## src/rtl/mult_stream_engine.sv

```systemverilog
// FIFO-fed iterative shift-add multiplier; products leave on a valid/ready handshake.
// Optional macro MULT_SIGNED_EN: two's-complement operands, adds one FIX cycle.
module mult_stream_engine #(
    parameter  int W     = 8,
    parameter  int DEPTH = 16,
    localparam int AW    = $clog2(DEPTH)
) (
    input  logic           clk,
    input  logic           rst,
    input  logic           wr_en,
    input  logic [2*W-1:0] wr_data,
    output logic           full,
    output logic [AW:0]    level,
    output logic           overflow_err,
    output logic           busy,
    output logic           prod_valid,
    input  logic           prod_ready,
    output logic [2*W-1:0] product
);
    localparam int CW = $clog2(W) + 1;

`ifdef MULT_SIGNED_EN
    typedef enum logic [2:0] {IDLE, LOAD, CALC, FIX, HOLD} state_t;
`else
    typedef enum logic [1:0] {IDLE, LOAD, CALC, HOLD} state_t;
`endif

    state_t         state_q;
    logic [2*W-1:0] mem [DEPTH];
    logic [AW-1:0]  wr_ptr_q, rd_ptr_q;
    logic [AW:0]    level_q, level_d;
    logic [2*W-1:0] rd_data_q;
    logic           overflow_q;
    logic [2*W-1:0] mcand_q, acc_q, acc_d, product_q;
    logic [W-1:0]   mplr_q;
    logic [CW-1:0]  cnt_q;
    logic           prod_valid_q;
    logic           wr_acc, pop;
    logic [W-1:0]   op_a, op_b;

    assign full         = (level_q == (AW+1)'(DEPTH));
    assign level        = level_q;
    assign overflow_err = overflow_q;
    assign busy         = (state_q != IDLE);
    assign prod_valid   = prod_valid_q;
    assign product      = product_q;

    // A write while full is dropped even if a pop frees a slot in the same cycle.
    assign wr_acc = wr_en && !full;
    assign pop    = (state_q == IDLE) && (level_q != '0);

    always_comb begin
        level_d = level_q;
        if (wr_acc && !pop)      level_d = level_q + 1'b1;
        else if (!wr_acc && pop) level_d = level_q - 1'b1;
    end

    always_ff @(posedge clk) begin
        if (wr_acc) mem[wr_ptr_q] <= wr_data;
    end

    always_ff @(posedge clk or posedge rst) begin
        if (rst) begin
            wr_ptr_q   <= '0;
            rd_ptr_q   <= '0;
            level_q    <= '0;
            rd_data_q  <= '0;
            overflow_q <= 1'b0;
        end else begin
            level_q <= level_d;
            if (wr_acc) wr_ptr_q <= wr_ptr_q + 1'b1;
            if (pop) begin
                rd_data_q <= mem[rd_ptr_q];
                rd_ptr_q  <= rd_ptr_q + 1'b1;
            end
            if (wr_en && full) overflow_q <= 1'b1;
        end
    end

`ifdef MULT_SIGNED_EN
    logic sign_q;
    assign op_a = rd_data_q[2*W-1] ? (~rd_data_q[2*W-1:W] + 1'b1) : rd_data_q[2*W-1:W];
    assign op_b = rd_data_q[W-1]   ? (~rd_data_q[W-1:0] + 1'b1)   : rd_data_q[W-1:0];
`else
    assign op_a = rd_data_q[2*W-1:W];
    assign op_b = rd_data_q[W-1:0];
`endif

    assign acc_d = acc_q + (mplr_q[0] ? mcand_q : '0);

    always_ff @(posedge clk or posedge rst) begin
        if (rst) begin
            state_q      <= IDLE;
            mcand_q      <= '0;
            mplr_q       <= '0;
            acc_q        <= '0;
            cnt_q        <= '0;
            product_q    <= '0;
            prod_valid_q <= 1'b0;
`ifdef MULT_SIGNED_EN
            sign_q       <= 1'b0;
`endif
        end else begin
            case (state_q)
                IDLE: if (pop) state_q <= LOAD;
                LOAD: begin
                    mcand_q <= {{W{1'b0}}, op_a};
                    mplr_q  <= op_b;
                    acc_q   <= '0;
                    cnt_q   <= '0;
`ifdef MULT_SIGNED_EN
                    sign_q  <= rd_data_q[2*W-1] ^ rd_data_q[W-1];
`endif
                    state_q <= CALC;
                end
                CALC: begin
                    acc_q   <= acc_d;
                    mcand_q <= mcand_q << 1;
                    mplr_q  <= mplr_q >> 1;
                    cnt_q   <= cnt_q + 1'b1;
                    if (cnt_q == CW'(W-1)) begin
`ifdef MULT_SIGNED_EN
                        state_q <= FIX;
`else
                        product_q    <= acc_d;
                        prod_valid_q <= 1'b1;
                        state_q      <= HOLD;
`endif
                    end
                end
`ifdef MULT_SIGNED_EN
                // Magnitude of -2^(W-1) squared is 2^(2W-2), which still fits unsigned in 2W bits.
                FIX: begin
                    product_q    <= sign_q ? (~acc_q + 1'b1) : acc_q;
                    prod_valid_q <= 1'b1;
                    state_q      <= HOLD;
                end
`endif
                HOLD: if (prod_ready) begin
                    prod_valid_q <= 1'b0;
                    state_q      <= IDLE;
                end
                default: state_q <= IDLE;
            endcase
        end
    end
endmodule

```

## config.mk

```make
export PLATFORM = sky130hd
export DESIGN_NAME = mult_stream_engine
export DESIGN_NICKNAME = d
export VERILOG_FILES = /design/src/rtl/mult_stream_engine.sv
export SDC_FILE = /design/constraint.sdc
export NUM_CORES = 1
export LEC_CHECK = 0
export ABC_CLOCK_PERIOD_IN_PS = 2900
export BUFFER_PORTS_ARGS = -buffer_cell sky130_fd_sc_hd__buf_4
export CAP_MARGIN = 25
export CELL_PAD_IN_SITES_DETAIL_PLACEMENT = 1
export CELL_PAD_IN_SITES_GLOBAL_PLACEMENT = 1
export CORE_UTILIZATION = 48
export CTS_CLUSTER_DIAMETER = 80
export DETAILED_ROUTE_END_ITERATION = 8
export PLACE_DENSITY = 0.82
export SLEW_MARGIN = 20
export SYNTH_ARGS = -nofsm -noshare
export SYNTH_HDL_FRONTEND = slang
export SYNTH_SLANG_ARGS = --single-unit
```

## constraint.sdc

```tcl
create_clock -name clk -period 2.9 [get_ports clk]
set_input_delay 0.58 -clock clk [delete_from_list [all_inputs] [get_ports clk]]
set_output_delay 0.58 -clock clk [all_outputs]
set_load 0.01 [all_outputs]
```

==> results of run 1 <==
cell families (layout without fill, tap and decap cells):
| group | count (synthesis) | in the layout | synth area share |
|---|---|---|---|
| AO/OA/AOI/OAI | 132 | 132 | 0.06394 |
| XOR/XNOR | 24 | 24 | 0.01444 |
| adder cells (fa/ha/maj) | 30 | 30 | 0.02681 |
| buffers and inverters | 70 | 169 | 0.01968 |
| flip-flops | 349 | 349 | 0.6879 |
| multiplexers | 113 | 113 | 0.1342 |
| AND/OR/NAND/NOR | 169 | 169 | 0.05303 |
critical path, cell delays in order (launching register included):
cell,delay (ns)
dfrtp_1,0.44
or4_4,0.58
o21ai_4,0.16
ha_1,0.21
inv_1,0.11
fa_1,0.41
a21o_1,0.17
a21oi_1,0.18
xnor2_1,0.14
nor2_1,0.07
xnor2_1,0.13
layout by cell type (no fill, tap or decap), types with 3 or more instances in the layout:
| cell type | netlist | layout |
|---|---|---|
| bufinv_16 | 0 | 4 |
| a21o_1 | 9 | 9 |
| clkinv_2 | 0 | 7 |
| mux2_2 | 18 | 18 |
| o21ai_0 | 26 | 26 |
| ha_1 | 28 | 28 |
| xor2_1 | 7 | 7 |
| clkinvlp_4 | 0 | 3 |
| a221o_1 | 17 | 17 |
| a211oi_1 | 6 | 6 |
| clkbuf_1 | 35 | 11 |
| o2bb2ai_1 | 19 | 19 |
| nand2_1 | 60 | 60 |
| nand4_1 | 3 | 3 |
| buf_4 | 0 | 75 |
| a21oi_1 | 35 | 34 |
| nor3_2 | 0 | 4 |
| nand2b_1 | 3 | 3 |
| edfxtp_1 | 256 | 256 |
| nand3_1 | 7 | 7 |
| and2_1 | 19 | 19 |
| inv_1 | 18 | 17 |
| nor3_1 | 22 | 18 |
| xnor2_1 | 17 | 17 |
| buf_12 | 0 | 5 |
| mux2i_1 | 31 | 31 |
| nor2_1 | 44 | 43 |
| dfrtp_1 | 93 | 90 |
| nor2b_1 | 4 | 4 |
| mux4_2 | 64 | 64 |
| clkbuf_16 | 0 | 39 |
cells in the mapped netlist, drive strengths merged, types with 6 or more instances:
library cell  instances
a211oi                6
a21o                  9
o21ai                27
nand2                60
clkbuf               35
mux2i                31
nand3                 7
buf                  15
edfxtp              256
inv                  19
a221o                17
ha                   28
mux2                 18
a21oi                35
xnor2                17
xor2                  7
dfrtp                93
nor3                 22
and2                 19
o2bb2ai              19
nor2                 44
mux4                 64
layout make-up:
cell class              instances  area share
repair buffers                 80     0.03949
flip-flops and latches        349      0.5967
inverters                      20    0.004694
well taps                     390     0.02906
clock inverters                18     0.01356
multi-input cells             468      0.2551
clock buffers                  51     0.06139
report_power, final:
group          total (W)  internal (W)  switching (W)
Combinational    0.00526       0.00241        0.00285
Sequential       0.00680       0.00619       0.000617
Clock            0.00485       0.00289        0.00196
Total             0.0169        0.0115        0.00543
state kept, by name (all words and copies together) (netlist names):
signal        flops
mem             256
acc_q            16
mcand_q          16
product          16
rd_data_q        16
mplr_q            8
level             5
cnt_q             4
rd_ptr_q          4
wr_ptr_q          4
state_q           2
overflow_err      1
prod_valid        1
path summary, 6_finish.rpt:
kind	from	to	slack [ns]	depth (start not counted)
max	level[1]	level[4]	0.18	10
min	rst	wr_ptr_q[3]	0.19	2
max reg2reg	level[1]	level[4]	0.18	10
min reg2reg	overflow_err	overflow_err	0.47	1
max in group asynchronous	rst	rd_ptr_q[0]	2.05	3
min in group clk	wr_en	overflow_err	0.26	2
per-layer routing:
metal / global-route usage / part of all wire / wire length, µm
met5: 0 / 0 / 0
met4: 0.06775 / 0.024 / 763
met3: 0.03338 / 0.043 / 1337
met2: 0.3665 / 0.51 / 16000
met1: 0.2788 / 0.42 / 13140
through the flow:
stage / cells / setup slack (ns)
2_1_floorplan: 887 / -0.03332
3_3_place_gp: 1307 / 0.2555
3_5_place_dp: 1307 / 0.1446
4_1_cts: 1376 / 0.1201
5_1_grt: 1376 / 0.01032
6_report: 1376 / 0.1754
==> flow_summary.json, run 1 <==
{
  "crit_type": "flip-flop to flip-flop",
  "post_cts_resize_count": 0,
  "crit_required_ns": 3.31,
  "outcome": "finished, final reports clean",
  "overflow": 0,
  "post_drt_wl_per_cell_um": 22.71,
  "numCtsBuffers": 38,
  "slew_headroom": 0.3481,
  "drc": 0,
  "start_kind": "flip-flop",
  "port_buffers": 44,
  "synthTopCellsByArea": "edfxtp_1 (53%), dfrtp_1 (16%), mux4_2 (9.9%)",
  "cts_hold_buffers": 0,
  "drt-initial-drc-count": 515,
  "hold_violations": 0,
  "gp_congestion": 0.8118,
  "period_share": 0.9395,
  "fp-row-count": 63,
  "postCtsSetupBuffers": 0,
  "design.core.area_mm2": 0.02972,
  "cts.sinks": 349,
  "design.die.area_mm2": 0.03103,
  "root_buffer": "clkbuf_16",
  "via_per_inst": 5.752,
  "initial_core_util": 0.4899,
  "finalSetupViolCount": 0,
  "clk_latency_ns": 0.54,
  "ys.flop_type": "edfxtp_1",
  "fill_cells": 2706,
  "maxCapViolations": 0,
  "die_x_um": 176.2,
  "path_max_fanout": 5,
  "syn_avg_cell_area_um2": 16.41,
  "final_util": 0.5651,
  "end_kind": "flip-flop",
  "p_per_area_mw_per_mm2": 1007,
  "clock_path_buffers": 3,
  "fp.dieH_um": 176.2,
  "final_area_mm2": 0.01679,
  "hold_ws_ns": 0.1919,
  "peakVddDrop_v": 0.0005983,
  "synth_top_area_frac": 0.5280,
  "antenna_found_initial": 0,
  "finalCriticalPeriod_ns": 2.725,
  "synth_area_mm2": 0.01456,
  "htree_num_levels": 2,
  "diodes": 0,
  "tightestPinTransition_ns": 0.9743,
  "tns_ns": 0,
  "grt_pass1_vias": 8691,
  "ant_nets": 0,
  "grt_max_degree": 46,
  "num_io_pins": 45,
  "path_clk_slew_ns": 0.06,
  "drive_above_1_share": 0.2383,
  "ys_ff_latch": 349,
  "async_reset_ff_frac": 0.2665,
  "synthCells": 887,
  "synth_nets": 937,
  "yosysWarnings": 0,
  "seq_area_mm2": 0.01002,
  "finClkSkew_ns": 0.01586,
  "slew_violations": 0,
  "synth_top_area_cell": "edfxtp_1",
  "rsz0062_at_grt": "no",
  "syn2layout_area_growth_pct": 15.35,
  "dpl_cell_area_mm2": 0.01553,
  "wl_um": 31250,
  "hp-class": "primary input to async pin",
  "leakage_nw": 6.091,
  "max_freq_mhz": 367.0,
  "dr.pass1.iters": 4,
  "synth_seq_area_share": 0.6879,
  "tritoncts": "built",
  "synth_edf_count": 256,
  "synth_cell_types": 54,
  "arrival_ns": 3.14,
  "total_power_w": 0.01691,
  "grt_pass1_wl_um": 49920,
  "grt.total_usage": 0.2134,
  "via_count": 7915,
  "final_nets": 1007,
  "dp_hpwl_um": 20210,
  "multi_input_area_mm2": 0.004284
}
Note: power is estimated with default switching activity, not from simulation.
==> run 2, diff against run 1 <==
--- a/config.mk
+++ b/config.mk
@@ -13,6 +13,7 @@
 export CORE_UTILIZATION = 48
 export CTS_CLUSTER_DIAMETER = 80
 export DETAILED_ROUTE_END_ITERATION = 8
+export GPL_TIMING_DRIVEN = 0
 export PLACE_DENSITY = 0.82
 export SLEW_MARGIN = 20
 export SYNTH_ARGS = -nofsm -noshare
==> run 2 against run 1 <==
Sequential cell count is the same. Fmax shrank 1.8%. Sequential share of layout area shrank 0.68 points. Sequential power shrank 3%. Routed wire length grew 11%. Count of clock-buffer cells in the layout shrank 5. Power grew 0.82%. First-iteration DRC count grew 0.19%. Core utilization grew 0.64 points. Largest power group unchanged.
==> flow_summary.json, run 2 (synthesis results as in run 1) <==
{
  "outcome": "finished, final reports clean",
  "finalCriticalPeriod_ns": 2.774,
  "grt.total_usage": 0.2341,
  "layoutNonFillerInstCount": 1416,
  "fp-row-count": 63,
  "final_util": 0.5715,
  "tightestPinTransition_ns": 0.9445,
  "path_max_fanout": 10,
  "finClkSkew_ns": 0.02041,
  "drc": 0,
  "design.die.area_mm2": 0.03103,
  "via_count": 8215,
  "grt_pass1_vias": 9122,
  "fp.dieH_um": 176.2,
  "overflow": 0,
  "diodes": 0,
  "finalSetupViolCount": 0,
  "final_common_cell": "edfxtp_1",
  "peakVddDrop_v": 0.0007394,
  "path_clk_slew_ns": 0.06,
  "hp-class": "primary input to async pin",
  "wl_um": 34800,
  "htree_num_levels": 2,
  "period_share": 0.9564,
  "crit_required_ns": 3.33,
  "start_kind": "flip-flop",
  "numCtsBuffers": 38,
  "maxCapViolations": 0,
  "place_inst": 1344,
  "syn2layout_area_growth_pct": 16.66,
  "port_buffers": 44,
  "max_flop_register": "mem",
  "fill_cells": 2719,
  "most-common-layout-cells": "edfxtp_1 (256), dfrtp_1 (90), mux4_2 (64), nand2_1 (60), buf_4 (54)",
  "die_x_um": 176.2,
  "largest_reg_flops": 256,
  "tritoncts": "built",
  "hold_violations": 0,
  "arrival_ns": 3.20,
  "clk_latency_ns": 0.54,
  "grt_pass1_wl_um": 54070,
  "crit_type": "flip-flop to flip-flop",
  "end_kind": "flip-flop",
  "final_nets": 1047,
  "max_freq_mhz": 360.5,
  "initial_core_util": 0.4899,
  "tns_ns": 0,
  "clock_path_buffers": 3,
  "slew_violations": 0,
  "root_buffer": "clkbuf_16",
  "p_per_area_mw_per_mm2": 1004,
  "cts.sinks": 349,
  "drt-initial-drc-count": 516,
  "ant_nets": 0,
  "rsz0062_at_grt": "no",
  "leakage_nw": 6.127,
  "via_per_inst": 5.802,
  "antenna_found_initial": 0,
  "dr.pass1.iters": 4,
  "dp_hpwl_um": 23400,
  "design.core.area_mm2": 0.02972,
  "num_io_pins": 45,
  "grt_max_degree": 30,
  "drive_above_1_share": 0.2495,
  "post_drt_wl_per_cell_um": 24.58,
  "gp_congestion": 0.8733,
  "slew_headroom": 0.3703
}
==> run 2: changes by cell type in the layout (fill, tap and decap cells not counted), sizes merged <==
cell	before	now
clkinv	11	19
clkbuf	51	78
buf	80	88
bufinv	4	1
==> run 2: worst paths after layout <==
kind | startpoint | end | slack (ns) | cells past startpoint
worst max-delay path | mplr_q[0] | acc_q[15] | 0.13 | 9
worst min-delay path | rst | level[0] | 0.13 | 2
worst max register to register | mplr_q[0] | acc_q[15] | 0.13 | 9
worst min register to register | overflow_err | overflow_err | 0.46 | 1
max in group asynchronous | rst | acc_q[14] | 2.06 | 4
min in group clk | wr_en | overflow_err | 0.27 | 2
==> run 2: per-stage QoR <==
step	cell area, µm²	worst slack (ns)	hold WS (ns)	power [W]
after floorplan	14560	-0.03332	0.4551	0.01052
after global placement	15380	-1.111	0.4405	0.01200
after detailed placement	15720	-0.3465	0.4524	0.01246
after CTS	16940	0.004956	0.1531	0.01715
after global routing	16980	0.01564	0.1700	0.01789
final	16980	0.1264	0.1334	0.01705
==> run 2: area by class of cell <==
type,count,area [µm²],share of cell area
multi-input cells,468,4344,0.2558
plain buffers,49,225.2,0.01326
inverters,20,78.83,0.004641
clock buffers,46,1001,0.05894
flip-flops and latches,349,10020,0.5899
repair buffers,71,649.4,0.03823
well taps,390,488.0,0.02873
clock inverters,23,178.9,0.01053
==> run 2: critical path: stages, from the launching register on <==
cell and delay [ns]:
dfrtp_2 0.43, buf_2 0.18, and2_1 0.17, ha_1 0.34
and2_1 0.19, a221o_1 0.38, o211ai_4 0.28, a211oi_2 0.14
o31a_1 0.33, o32ai_2 0.24
==> run 2: metal layers <==
layer,up-vias,global-route usage,wire length [µm]
met5,-,0,0
li1,3657,-,-
met3,62,0.03424,1459
met2,227,0.4236,18650
met1,4269,0.2896,13930
met4,0,0.07065,771
==> run 2: power by group <==
group,switching [W],leakage [nW],internal [W]
Combinational,0.00340,2.05,0.00248
Clock,0.00199,0.578,0.00258
Sequential,0.000416,3.50,0.00619
==> run 2: timing repair <==
item | CTS | global route
pin swaps | 2 | 3
hold buffers | 0 | 0
setup buffers | 1 | 3
endpoints found under the setup margin | 8 | 11
gates resized for setup | 11 | 12
==> run 3, diff against run 2 <==
--- a/config.mk
+++ b/config.mk
@@ -10,6 +10,7 @@
 export CAP_MARGIN = 25
 export CELL_PAD_IN_SITES_DETAIL_PLACEMENT = 1
 export CELL_PAD_IN_SITES_GLOBAL_PLACEMENT = 1
+export CORE_ASPECT_RATIO = 1.4
 export CORE_UTILIZATION = 48
 export CTS_CLUSTER_DIAMETER = 80
 export DETAILED_ROUTE_END_ITERATION = 8
==> run 3 against run 2 <==
Cell count down 0.56%. Clock skew decreased by 0.010 ns. First-iteration DRC count down 23%. Combinational power about the same. Clock power rose by 4.8%. Via count down 0.13%. Register-to-register slack worse by 0.03 ns. Worst hold slack better by 0.12 ns. Core utilization fell by 0.26 points. Die area about the same. Critical path depth fell by 3. Largest cell class unchanged.
==> flow_summary.json, run 3 (synthesis results as in run 1) <==
{
  "diodes": 0,
  "fp.dieH_um": 208.1,
  "fp-row-count": 75,
  "port_buffers": 44,
  "max_freq_mhz": 357.1,
  "tritoncts": "built",
  "cp_top_family": "buffers and inverters",
  "layoutNonFillerInstCount": 1408,
  "initial_core_util": 0.4864,
  "tightestPinTransition_ns": 0.9975,
  "htree_num_levels": 2,
  "reg2reg_slack_ns": 0.1,
  "crit_type": "flip-flop to flip-flop",
  "worst-path-buf-inv": 2,
  "largest_reg_flops": 256,
  "numCtsBuffers": 36,
  "path_max_fanout": 10,
  "cpPeakStageDelay_ns": 0.65,
  "design.core.area_mm2": 0.02994,
  "peakVddDrop_v": 0.0007434,
  "cts.sinks": 349,
  "dr.pass1.iters": 4,
  "ant_nets": 0,
  "place_inst": 1339,
  "total_power_w": 0.01728,
  "min_to": "overflow_err",
  "gp_congestion": 0.8274,
  "max_flop_register": "mem",
  "grt_pass1_vias": 9097,
  "period_share": 0.9656,
  "post_drt_wl_per_cell_um": 24.22,
  "most-common-layout-cells": "edfxtp_1 (256), dfrtp_1 (90), mux4_2 (64), nand2_1 (60), buf_4 (52)",
  "slew_headroom": 0.3350,
  "clk_latency_ns": 0.53,
  "slew_violations": 0,
  "grt_max_degree": 34,
  "num_io_pins": 45,
  "final_nets": 1046,
  "drc": 0,
  "leakage_nw": 6.116,
  "maxCapViolations": 0,
  "start_kind": "flip-flop",
  "reg2reg_depth": 6,
  "cp_common_cell": "clkbuf_1",
  "p_per_area_mw_per_mm2": 1015,
  "finClkSkew_ns": 0.01035,
  "timing.rr.start": "rd_ptr_q[1]",
  "worstPathCellList": "clkbuf_1, clkbuf_1, mux4_2, mux2i_1, nor3_1, a221o_1",
  "path_clk_slew_ns": 0.06,
  "hold_path_startpoint": "wr_en",
  "via_count": 8204,
  "wl_um": 34100,
  "final_common_cell": "edfxtp_1",
  "dpl_cell_area_mm2": 0.01570,
  "antenna_found_initial": 0,
  "worst_slack_ns": 0.09987,
  "arrival_ns": 3.21,
  "syn2layout_area_growth_pct": 16.97,
  "die_x_um": 149.2,
  "drt-initial-drc-count": 395,
  "min_path_cells": 2,
  "pre_cts_ws_ns": -0.3926,
  "final_util": 0.5689,
  "clock_path_buffers": 3,
  "final_area_mm2": 0.01703,
  "grt.total_usage": 0.2316,
  "grt_pass1_wl_um": 53030,
  "overflow": 0,
  "hp-class": "primary input to flip-flop",
  "outcome": "finished, final reports clean",
  "via_per_inst": 5.827,
  "design.die.area_mm2": 0.03104,
  "drive_above_1_share": 0.2454,
  "dp_hpwl_um": 23740,
  "root_buffer": "clkbuf_16",
  "timing.rr.end": "rd_data_q[8]",
  "end_kind": "flip-flop",
  "finalCriticalPeriod_ns": 2.800,
  "finalSetupViolCount": 0,
  "crit_required_ns": 3.31,
  "hold_violations": 0,
  "slowest_stage": "clkbuf_1"
}
run 3: per-layer routing:
layer,track usage,wire length [µm],vias to the layer above
met1,0.2641,12640,4284
met5,0,0,-
met3,0.03289,1193,73
met4,0.08269,993,0
met2,0.4338,19280,191
li1,-,-,3656
run 3: final cells by class:
| type | count | area [µm²] |
|---|---|---|
| Multi-Input combinational cell | 468 | 4363 |
| Tap cell | 385 | 481.7 |
| Fill cell | 2767 | 12900 |
| Inverter | 20 | 78.83 |
| Timing Repair Buffer | 72 | 644.4 |
| Sequential cell | 349 | 10020 |
| Buffer | 49 | 221.5 |
| Clock inverter | 21 | 270.3 |
| Clock buffer | 44 | 952.2 |
run 3: where the power goes:
| group | internal, W | total [W] | switching, W | leakage (nW) |
|---|---|---|---|---|
| logic | 0.00249 | 0.00588 | 0.00339 | 2.03 |
| clock network | 0.00289 | 0.00479 | 0.00190 | 0.585 |
| registers | 0.00618 | 0.00661 | 0.000424 | 3.50 |
| total | 0.0116 | 0.0173 | 0.00572 | 6.12 |
run 3: per-stage QoR:
step                setup TNS (ns)  hold WS, ns
floorplan                 -0.03332       0.4551
global placement           -145.87       0.4393
detailed placement         -0.9674       0.4456
CTS                      -0.001419       0.2423
global route              -0.01120       0.2610
finish                           0       0.2581
run 3: how the worst max path moves through the flow:
stage,cells after the start,start,endpoint,slack [ns]
floorplan,12,level[0],level[4],-0.03
global placement,6,level[0],mem[3][3],-1.28
detailed placement,11,level[0],level[4],-0.39
CTS,11,level[0],level[4],-0.001
global route,11,level[1],level[4],-0.01
finish,6,rd_ptr_q[1],rd_data_q[8],0.1
run 3: timing repair:
action,in CTS,in global routing
pin swaps,2,3
endpoints found under the hold margin,7,0
gates resized for setup,9,11
endpoints found under the setup margin,14,6
hold buffers,1,0
buffers inserted,2,2
